$ cat config.mk
export PLATFORM = sky130hd
export DESIGN_NAME = raster_scan_ctrl
export DESIGN_NICKNAME = d
export VERILOG_FILES = /design/src/rtl/raster_scan_ctrl_pkg.sv /design/src/rtl/raster_scan_ctrl_bbox_reduce.sv /design/src/rtl/raster_scan_ctrl.sv
export SDC_FILE = /design/constraint.sdc
export NUM_CORES = 1
export LEC_CHECK = 0
export ABC_AREA = 1
export CAP_MARGIN = 30
export CORE_AREA = 10 10 187 189
export DETAILED_ROUTE_END_ITERATION = 10
export DIE_AREA = 0 0 197 199
export SYNTH_ARGS = -nofsm -noshare
export SYNTH_HDL_FRONTEND = slang
export SYNTH_SLANG_ARGS = --single-unit
$ cat constraint.sdc
create_clock -name CLK -period 5.7 [get_ports CLK]
set_clock_uncertainty 0.05 [all_clocks]
set_input_delay 1.14 -clock CLK [delete_from_list [all_inputs] [get_ports CLK]]
set_output_delay 1.14 -clock CLK [all_outputs]
set_load 0.05 [all_outputs]
$ cat src/rtl/raster_scan_ctrl_pkg.sv
// Shared constants and state encoding for the raster scan sequencer.
package raster_scan_ctrl_pkg;
   localparam int DEF_COORD_W  = 16;
   localparam int DEF_FRAC_W   = 6;
   localparam int DEF_SCREEN_W = 320;
   localparam int DEF_SCREEN_H = 240;
   localparam int PIX_W        = 10;

   typedef enum logic [1:0] {
      S_IDLE = 2'd0,
      S_BOX  = 2'd1,
      S_SCAN = 2'd2,
      S_DONE = 2'd3
   } state_t;
endpackage

$ cat src/rtl/raster_scan_ctrl_bbox_reduce.sv
// One axis of the bounding box: 3-input min/max, round to nearest pixel, clamp to screen.
module bbox_reduce #(
   parameter int COORD_W = 16,
   parameter int FRAC_W  = 6,
   parameter int PIX_W   = 10,
   parameter int LIMIT   = 320
) (
   input  logic [COORD_W-1:0] a,
   input  logic [COORD_W-1:0] b,
   input  logic [COORD_W-1:0] c,
   output logic [PIX_W-1:0]   lo,
   output logic [PIX_W-1:0]   hi,
   output logic               empty
);
   // Rounded values keep one extra bit so 0xFFFF rounds to 1024 instead of wrapping.
   localparam int RW = COORD_W + 1 - FRAC_W;
   localparam logic [RW-1:0]      MAX_PIX = RW'(LIMIT - 1);
   localparam logic [COORD_W:0]   HALF    = (COORD_W+1)'(1 << (FRAC_W - 1));

   logic [COORD_W-1:0] mn;
   logic [COORD_W-1:0] mx;
   logic [RW-1:0]      mn_r;
   logic [RW-1:0]      mx_r;

   always_comb begin
      mn = a;
      mx = a;
      if (b < mn) mn = b;
      if (c < mn) mn = c;
      if (b > mx) mx = b;
      if (c > mx) mx = c;
      mn_r  = RW'(({1'b0, mn} + HALF) >> FRAC_W);
      mx_r  = RW'(({1'b0, mx} + HALF) >> FRAC_W);
      empty = (mn_r > MAX_PIX);
      lo    = mn_r[PIX_W-1:0];
      hi    = (mx_r > MAX_PIX) ? MAX_PIX[PIX_W-1:0] : mx_r[PIX_W-1:0];
   end
endmodule

$ cat src/rtl/raster_scan_ctrl.sv
// Triangle-to-pixel sequencer: latches a triangle, reduces it to a clamped bounding box
// and emits every pixel of that box in row-major order under valid/ready flow control.
//
// state  | meaning
// IDLE   | waiting for a triangle, tri_ready high
// BOX    | vertices latched, bounds computed and registered
// SCAN   | presenting cur_x/cur_y as a sample, advance on handshake
// DONE   | one-cycle tri_done pulse
module raster_scan_ctrl
   import raster_scan_ctrl_pkg::*;
#(
   parameter int COORD_W  = DEF_COORD_W,
   parameter int FRAC_W   = DEF_FRAC_W,
   parameter int SCREEN_W = DEF_SCREEN_W,
   parameter int SCREEN_H = DEF_SCREEN_H
) (
   input  logic               CLK,
   input  logic               RST,
   input  logic               tri_valid,
   output logic               tri_ready,
   input  logic [COORD_W-1:0] v0x,
   input  logic [COORD_W-1:0] v1x,
   input  logic [COORD_W-1:0] v2x,
   input  logic [COORD_W-1:0] v0y,
   input  logic [COORD_W-1:0] v1y,
   input  logic [COORD_W-1:0] v2y,
   output logic               smp_valid,
   input  logic               smp_ready,
   output logic [COORD_W-1:0] smp_x,
   output logic [COORD_W-1:0] smp_y,
   output logic               smp_last,
   output logic               tri_done,
   output logic               busy
);
   state_t state_q, state_d;
   logic [COORD_W-1:0] v0x_q, v1x_q, v2x_q, v0y_q, v1y_q, v2y_q;
   logic [COORD_W-1:0] v0x_d, v1x_d, v2x_d, v0y_d, v1y_d, v2y_d;
   logic [PIX_W-1:0]   xmin_q, xmax_q, ymin_q, ymax_q;
   logic [PIX_W-1:0]   xmin_d, xmax_d, ymin_d, ymax_d;
   logic [PIX_W-1:0]   cur_x_q, cur_y_q, cur_x_d, cur_y_d;
   logic [PIX_W-1:0]   bx_lo, bx_hi, by_lo, by_hi;
   logic               bx_empty, by_empty;
   logic               at_last;

   bbox_reduce #(.COORD_W(COORD_W), .FRAC_W(FRAC_W), .PIX_W(PIX_W), .LIMIT(SCREEN_W)) u_bbox_x (
      .a(v0x_q), .b(v1x_q), .c(v2x_q), .lo(bx_lo), .hi(bx_hi), .empty(bx_empty)
   );

   bbox_reduce #(.COORD_W(COORD_W), .FRAC_W(FRAC_W), .PIX_W(PIX_W), .LIMIT(SCREEN_H)) u_bbox_y (
      .a(v0y_q), .b(v1y_q), .c(v2y_q), .lo(by_lo), .hi(by_hi), .empty(by_empty)
   );

   assign at_last = (cur_x_q == xmax_q) && (cur_y_q == ymax_q);

   always_comb begin
      state_d = state_q;
      v0x_d   = v0x_q;
      v1x_d   = v1x_q;
      v2x_d   = v2x_q;
      v0y_d   = v0y_q;
      v1y_d   = v1y_q;
      v2y_d   = v2y_q;
      xmin_d  = xmin_q;
      xmax_d  = xmax_q;
      ymin_d  = ymin_q;
      ymax_d  = ymax_q;
      cur_x_d = cur_x_q;
      cur_y_d = cur_y_q;
      case (state_q)
         S_IDLE: begin
            if (tri_valid) begin
               v0x_d   = v0x;
               v1x_d   = v1x;
               v2x_d   = v2x;
               v0y_d   = v0y;
               v1y_d   = v1y;
               v2y_d   = v2y;
               state_d = S_BOX;
            end
         end
         S_BOX: begin
            xmin_d = bx_lo;
            xmax_d = bx_hi;
            ymin_d = by_lo;
            ymax_d = by_hi;
            if (bx_empty || by_empty) begin
               state_d = S_DONE;
            end else begin
               cur_x_d = bx_lo;
               cur_y_d = by_lo;
               state_d = S_SCAN;
            end
         end
         S_SCAN: begin
            if (smp_ready) begin
               if (at_last) begin
                  state_d = S_DONE;
               end else if (cur_x_q == xmax_q) begin
                  cur_x_d = xmin_q;
                  cur_y_d = cur_y_q + PIX_W'(1);
               end else begin
                  cur_x_d = cur_x_q + PIX_W'(1);
               end
            end
         end
         S_DONE: state_d = S_IDLE;
         default: state_d = S_IDLE;
      endcase
   end

   always_ff @(posedge CLK) begin
      if (RST) begin
         state_q <= S_IDLE;
         v0x_q   <= '0;
         v1x_q   <= '0;
         v2x_q   <= '0;
         v0y_q   <= '0;
         v1y_q   <= '0;
         v2y_q   <= '0;
         xmin_q  <= '0;
         xmax_q  <= '0;
         ymin_q  <= '0;
         ymax_q  <= '0;
         cur_x_q <= '0;
         cur_y_q <= '0;
      end else begin
         state_q <= state_d;
         v0x_q   <= v0x_d;
         v1x_q   <= v1x_d;
         v2x_q   <= v2x_d;
         v0y_q   <= v0y_d;
         v1y_q   <= v1y_d;
         v2y_q   <= v2y_d;
         xmin_q  <= xmin_d;
         xmax_q  <= xmax_d;
         ymin_q  <= ymin_d;
         ymax_q  <= ymax_d;
         cur_x_q <= cur_x_d;
         cur_y_q <= cur_y_d;
      end
   end

   // Sample outputs come straight from flops, so they are stable while stalled.
   assign tri_ready = (state_q == S_IDLE);
   assign busy      = (state_q != S_IDLE);
   assign smp_valid = (state_q == S_SCAN);
   assign smp_last  = (state_q == S_SCAN) && at_last;
   assign tri_done  = (state_q == S_DONE);
   assign smp_x     = COORD_W'({cur_x_q, {FRAC_W{1'b0}}});
   assign smp_y     = COORD_W'({cur_y_q, {FRAC_W{1'b0}}});
endmodule

== Yosys cells after proc, flatten, opt, wreduce, memory -nomap -nowiden ==
Cells that the tools add are included.
Word-level totals
  logic and storage cells: 76
  register bits: 148
  bits of input ports: 100
  output and inout port bits: 37
Cells by class
  reductions and logical operators: 10
  muxes and demuxes: 25
  magnitude comparators: 12
  $add $sub $neg: 6
  eq/ne operators: 11
Operators by type and width (number)
  $mux 16: 8
  $mux 10: 10
  $add 16x6->17 const B: 4
  $gt 16x16->1: 4
  $lt 16x16->1: 4
  $pmux 10 s2: 2
  $gt 11x8->1 const B: 2
  $gt 11x9->1 const B: 2
  $add 10x1->10 const B: 2
  $eq 10x10->1: 2
  $pmux 2 s4: 1
  $mux 2: 3
  $ne 2x1->1 const B: 3
  $ne 2x2->1 const B: 3
  $reduce_and 5->1: 1
  $eq 2x2->1 const B: 2
  $reduce_and 4->1: 1
  $reduce_bool 2->1: 2
  $reduce_and 3->1: 1
  $eq 2x1->1 const B: 1
  $logic_and 1x1->1: 2
  $logic_not 2->1: 1
  $reduce_and 2->1: 1
  $logic_or 1x1->1: 1
  $mux 1: 1

== Depth between registers and ports, before layout ==
  depth after elaboration: 9
  mapped depth: 43
  mapped depth without buffers: 39

== Cells and area by module ==
A second synthesis with hierarchy kept.
Second synthesis, totals
  cells, all modules: 1759
  area, all modules: 11479.8 sq um
By module, submodules not included
  raster_scan_ctrl: seq. area each 2962.8 sq um, area an instance 6352.3 sq um, cells an instance 911, instances 1
  bbox_reduce (u_bbox_x): seq. area each 0.0 sq um, area an instance 2571.2 sq um, cells an instance 424, instances 1
  bbox_reduce (u_bbox_y): seq. area each 0.0 sq um, area an instance 2556.2 sq um, cells an instance 424, instances 1

== Worst setup path after synthesis ==
Ideal clock, no wire load.
  kind: register -> register
  start: register v0y_q[7]
  end: register ymax_q[0]
  clock period less this slack: 4720 ps
  path buffers: 3
  setup slack: 980 ps
  required time: 5532 ps
  arrival time: 4552 ps
  cell stages (with the launch flop): 34
  library setup time: 118 ps
  path through: dfxtp_1 -> inv_1 -> ha_1 -> a21o_1 -> nor2_2 -> nand2_1 -> nand2_1 -> nand2_2 -> nand2_1 -> clkbuf_1 -> clkbuf_1 -> o21ai_0 -> ha_1 -> nand2_1 -> inv_1 -> nand2_1 -> o211a_1 -> nor2_1 -> o21ai_0 -> nand4_1 -> nand2_1 -> inv_1 -> buf_2 -> o21ai_0 -> ha_1 -> nand3_1 -> nor2_1 -> nand2_1 -> nor2_1 -> or2_2 -> o21ai_0 -> nand3_1 -> o221ai_1 -> inv_1
On the way
  longest elaborated chain between the ends: 7
RTL lines
  start, declared: line raster_scan_ctrl.sv:36  | logic [COORD_W-1:0] v0x_q, v1x_q, v2x_q, v0y_q, v1y_q, v2y_q;
  start signal, assigned: line raster_scan_ctrl.sv:131  | v0y_q <= v0y_d;
  $gt 16x16->1: line raster_scan_ctrl_bbox_reduce.sv:30  | if (b > mx) mx = b;
  $mux 16 (*): line raster_scan_ctrl_bbox_reduce.sv:30
  $gt 16x16->1: line raster_scan_ctrl_bbox_reduce.sv:31  | if (c > mx) mx = c;
  $mux 16 (*): line raster_scan_ctrl_bbox_reduce.sv:31
  $add 16x6->17 (*): line raster_scan_ctrl_bbox_reduce.sv:33  | mx_r = RW'(({1'b0, mx} + HALF) >> FRAC_W);
  $gt 11x8->1: line raster_scan_ctrl_bbox_reduce.sv:36  | hi = (mx_r > MAX_PIX) ? MAX_PIX[PIX_W-1:0] : mx_r[PIX_W-1:0];
  $mux 10 (*): line raster_scan_ctrl_bbox_reduce.sv:36
  end signal, assigned: line raster_scan_ctrl.sv:137  | ymax_q <= ymax_d;
  end, declared: line raster_scan_ctrl.sv:38  | logic [PIX_W-1:0] xmin_q, xmax_q, ymin_q, ymax_q;
Mark *: on every way between the ends. The rest lies on a longest branch, timed or not.
A chain may end at the register's enable or synchronous reset.

== Worst setup path after layout ==
  start: register v0x_q[7]
  end: register cur_y_q[3]
On the way
  longest elaborated chain between the ends: 9
RTL lines
  start, declared: line raster_scan_ctrl.sv:36
  start signal, assigned: line raster_scan_ctrl.sv:128  | v0x_q <= v0x_d;
  $lt 16x16->1: line raster_scan_ctrl_bbox_reduce.sv:28  | if (b < mn) mn = b;
  $mux 16 (*): line raster_scan_ctrl_bbox_reduce.sv:28
  $lt 16x16->1: line raster_scan_ctrl_bbox_reduce.sv:29  | if (c < mn) mn = c;
  $mux 16 (*): line raster_scan_ctrl_bbox_reduce.sv:29
  $add 16x6->17 (*): line raster_scan_ctrl_bbox_reduce.sv:32  | mn_r = RW'(({1'b0, mn} + HALF) >> FRAC_W);
  $gt 11x9->1 (*): line raster_scan_ctrl_bbox_reduce.sv:34  | empty = (mn_r > MAX_PIX);
  $logic_or 1x1->1 (*): line raster_scan_ctrl.sv:86  | if (bx_empty || by_empty) begin
  $ne 2x2->1 (no source line) (*)
  $reduce_and 5->1 (no source line) (*)
  end signal, assigned: line raster_scan_ctrl.sv:139  | cur_y_q <= cur_y_d;
  end, declared: line raster_scan_ctrl.sv:40  | logic [PIX_W-1:0] cur_x_q, cur_y_q, cur_x_d, cur_y_d;
Marked as above.

==> key figures <==
Worst setup path
  – CP bufs+invs: 4
  – CP max stage cell: o221a_2
  – Worst path top cell family by delay: simple AND/OR/NAND/NOR gates
  – Crit path top cell by count: nand2_1
  – Critical path fanouts, max: 19
  – Critical path's largest stage delay: 390 ps
  – Worst EP required: 6010 ps
  – Worst path arrival time: 5520 ps
  – Startpoint types: flop
  – Setup crit end kind: flop
  – Setup CP Type: flop to flop

Drt
  – DR WL/cell: 14.9 µm
  – Initial DRC Count: 540
  – Detailed Route WL: 31300 µm
  – Via count: 10400
  – Pre-Repair DR Iteration Count: 7
  – DRC: 0
  – Vias/cell: 4.96
  – Final ANT Viol Nets: 0

Clocking
  – Clk buf depth: 2
  – Root Buffer: clkbuf_16
  – H-tree depth: 4
  – Clock latency on the worst-skew pair: 440 ps
  – CTS tree: yes
  – Worst-path clk slew: 70 ps
  – TritonCTS Sinks: 148
  – Cts hold-fix bufs: 0
  – Cts bufs inserted: 17

Worst hold path
  – Hold WC Path Type: flop to flop

Pwr
  – Peak ir drop on the vdd network: 226 µV
  – P_sw: 0.00470 W
  – Sequential Power Share: 0.184
  – Sw Share: 0.532
  – Clock power frac: 0.139
  – PD cells: 679 nW/µm²
  – P_int: 0.00413 W
  – Leakage: 5.67 nW
  – Share of power burned in combinational logic: 0.677

Timing
  – Setup TNS: 0 ps
  – FMAX: 192 MHz
  – Tcrit/Tclk final: 0.913
  – Post-route minimum period: 5210 ps
  – Hold WS: 402 ps
  – RSZ-0062 raised after global routing: false
  – Tightest Pin Transition: 762 ps
  – Final setup viols: 0
  – Max-slew violations: 0
  – Hold Vio Cnt, Final: 0
  – Max-slew headroom: 0.492

Logic synthesis
  – Post-synth cell types: 50
  – Most frequent cell after synthesis: nand2_1
  – Post-Synth Simple-Gate Area: 0.278
  – Synth Area in Adders: 0.120
  – Commonest cells post-synth: 289 x nand2_1, 220 x o21ai_0, 175 x inv_1
  – Synth warnings: 0
  – Synth Register Bits: 148
  – Mapped cell area: 10800 µm²
  – Post-synth top area share: 0.274
  – Largest area contributor in the netlist: dfxtp_1
  – Main combinational cell family by area after synthesis: simple AND/OR/NAND/NOR gates
  – Avg Cell Area, Syn: 6.78 µm²
  – Seq/Total Area, Yosys: 0.274
  – Async set-reset flop share out of synthesis: 0
  – Number of synthesized flops with an enable pin: 0
  – Post-Syn Instances: 1596
  – Top cells by area, synth: dfxtp_1 27%, ha_1 12%, o21ai_0 10%
  – Synth Area in Compound Gates: 0.189
  – Xor/xnor cell area share of the yosys netlist: 0.0332
  – Mux contribution to synthesized area: 0
  – Most used DFF post-synth: dfxtp_1

Floorplan
  – Core ar.: 31200 µm²
  – Die area: 39200 µm²
  – Ports: 137
  – Row cnt: 65
  – Die boundary width: 197 µm
  – Starting density of the core: 0.346
  – Die Ht: 199 µm

GRT
  – Antenna violations before repair: 0
  – Grt ovf: 0
  – GRT Util Overall: 0.157
  – First-pass GRT wire length: 50300 µm
  – Largest net degree at the start of global routing: 83
  – Vias in the first global route: 9925

Place
  – I/O Buffers: 124
  – HPWL after DPL: 24500 µm
  – Routability Congestion: 0.902

Final layout
  – Layout cells sized above 1: 0.0945
  – Layout area overhead: 20.3%
  – Layout Nets: 1895
  – Ant. Diodes: 0

Outcome
  – Status: completed

Run
  – Max-cap violations: 0
[path summary, 6_finish.rpt]
check             from          to  slack (ps)  cells after the start
max           v0x_q[7]  cur_y_q[3]         490                     29
min          ymax_q[9]   ymax_q[9]         400                      2
max reg2reg   v0x_q[7]  cur_y_q[3]         490                     29
min reg2reg  ymax_q[9]   ymax_q[9]         400                      2
[layout by cell type (no fill, tap or decap), drive strengths merged, types with 2 or more instances in the layout]
cell type | netlist | layout
a21oi | 107 | 107
a211oi | 7 | 7
nand3b | 6 | 6
nor3 | 14 | 14
o211ai | 8 | 8
or2 | 7 | 7
nand4 | 28 | 28
inv | 186 | 186
nand2 | 333 | 333
o221ai | 9 | 9
xor2 | 30 | 30
buf | 29 | 19
a31oi | 2 | 2
and3 | 2 | 2
nor2 | 180 | 180
conb | 1 | 12
clkinvlp | 0 | 6
clkbuf | 51 | 21
ha | 104 | 104
o31ai | 2 | 2
a21o | 2 | 2
clkdlybuf4s50 | 0 | 124
xnor2 | 11 | 11
o21a | 2 | 2
clkinv | 3 | 5
o221a | 2 | 2
nand3 | 80 | 80
bufinv | 0 | 4
o21ai | 230 | 230
dfxtp | 148 | 148
o22ai | 6 | 6
[through the flow]
step                worst slack (ps)  cell area [µm²]  utilization  cells  total power, W
global placement                 107            12300        0.394   2069         0.00731
CTS                             3.29            12900        0.414   2100         0.00869
detailed placement              56.7            12300        0.394   2069         0.00743
finish                           495            13000        0.417   2105         0.00883
floorplan                        980            10900            -   1607         0.00610
global route                    11.3            13000        0.417   2105         0.00977
[flip-flops by register name (all words and copies together) (netlist names)]
name     flops
cur_y_q     10
v1x_q       16
xmax_q      10
xmin_q      10
v0y_q       16
cur_x_q     10
v1y_q       16
state_q      2
v2y_q       16
v0x_q       16
ymax_q      10
v2x_q       16
[cells by family after synthesis]
family	Yosys count
buffers and inverters	269
adders and majority gates	104
xor gates and xnor gates	41
other	1
and+or+nand+nor	652
DFF	148
AOI/OAI and AO/OA	381
[power groups by stage]
stage / clock network (W) / logic [W] / registers, W
6_report: 0.00123 / 0.00598 / 0.00163
4_1_cts: 0.00125 / 0.00582 / 0.00162
2_1_floorplan: 0 / 0.00442 / 0.00167
3_5_place_dp: 0 / 0.00578 / 0.00164
3_3_place_gp: 0 / 0.00568 / 0.00163
5_1_grt: 0.00129 / 0.00682 / 0.00166
[worst reg2reg max path: cells and delay by family, from the launching register on]
| family | cells | cell delay, ps |
|---|---|---|
| simple gates | 19 | 2470 |
| compound gates | 3 | 940 |
| flops | 1 | 380 |
| buf+inv | 4 | 450 |
| fa+ha+maj | 3 | 830 |
[layer usage]
| metal | up-vias | global-route usage | part of all wire |
|---|---|---|---|
| met5 | - | 0 | 0 |
| met4 | 0 | 0.0547 | 0.022 |
| met3 | 38 | 0.0264 | 0.044 |
| met2 | 238 | 0.266 | 0.46 |
| met1 | 4722 | 0.198 | 0.47 |
| li1 | 5440 | - | - |
[area by class of cell]
cell class              count  area (µm²)
fillers                  3231       18200
multi-input cells        1190        6810
clock inverters            10         170
repair inverters            2        10.0
inverters                 189         718
flip-flops and latches    148        2960
clock buffers              21         460
well taps                 402         503
repair buffers            143        1380
[what timing repair did]
action	CTS	global route
buffers inserted	0	3
endpoints found under the setup margin	0	21
gates resized for setup	0	22
Note: power is estimated with default switching activity, not from simulation.
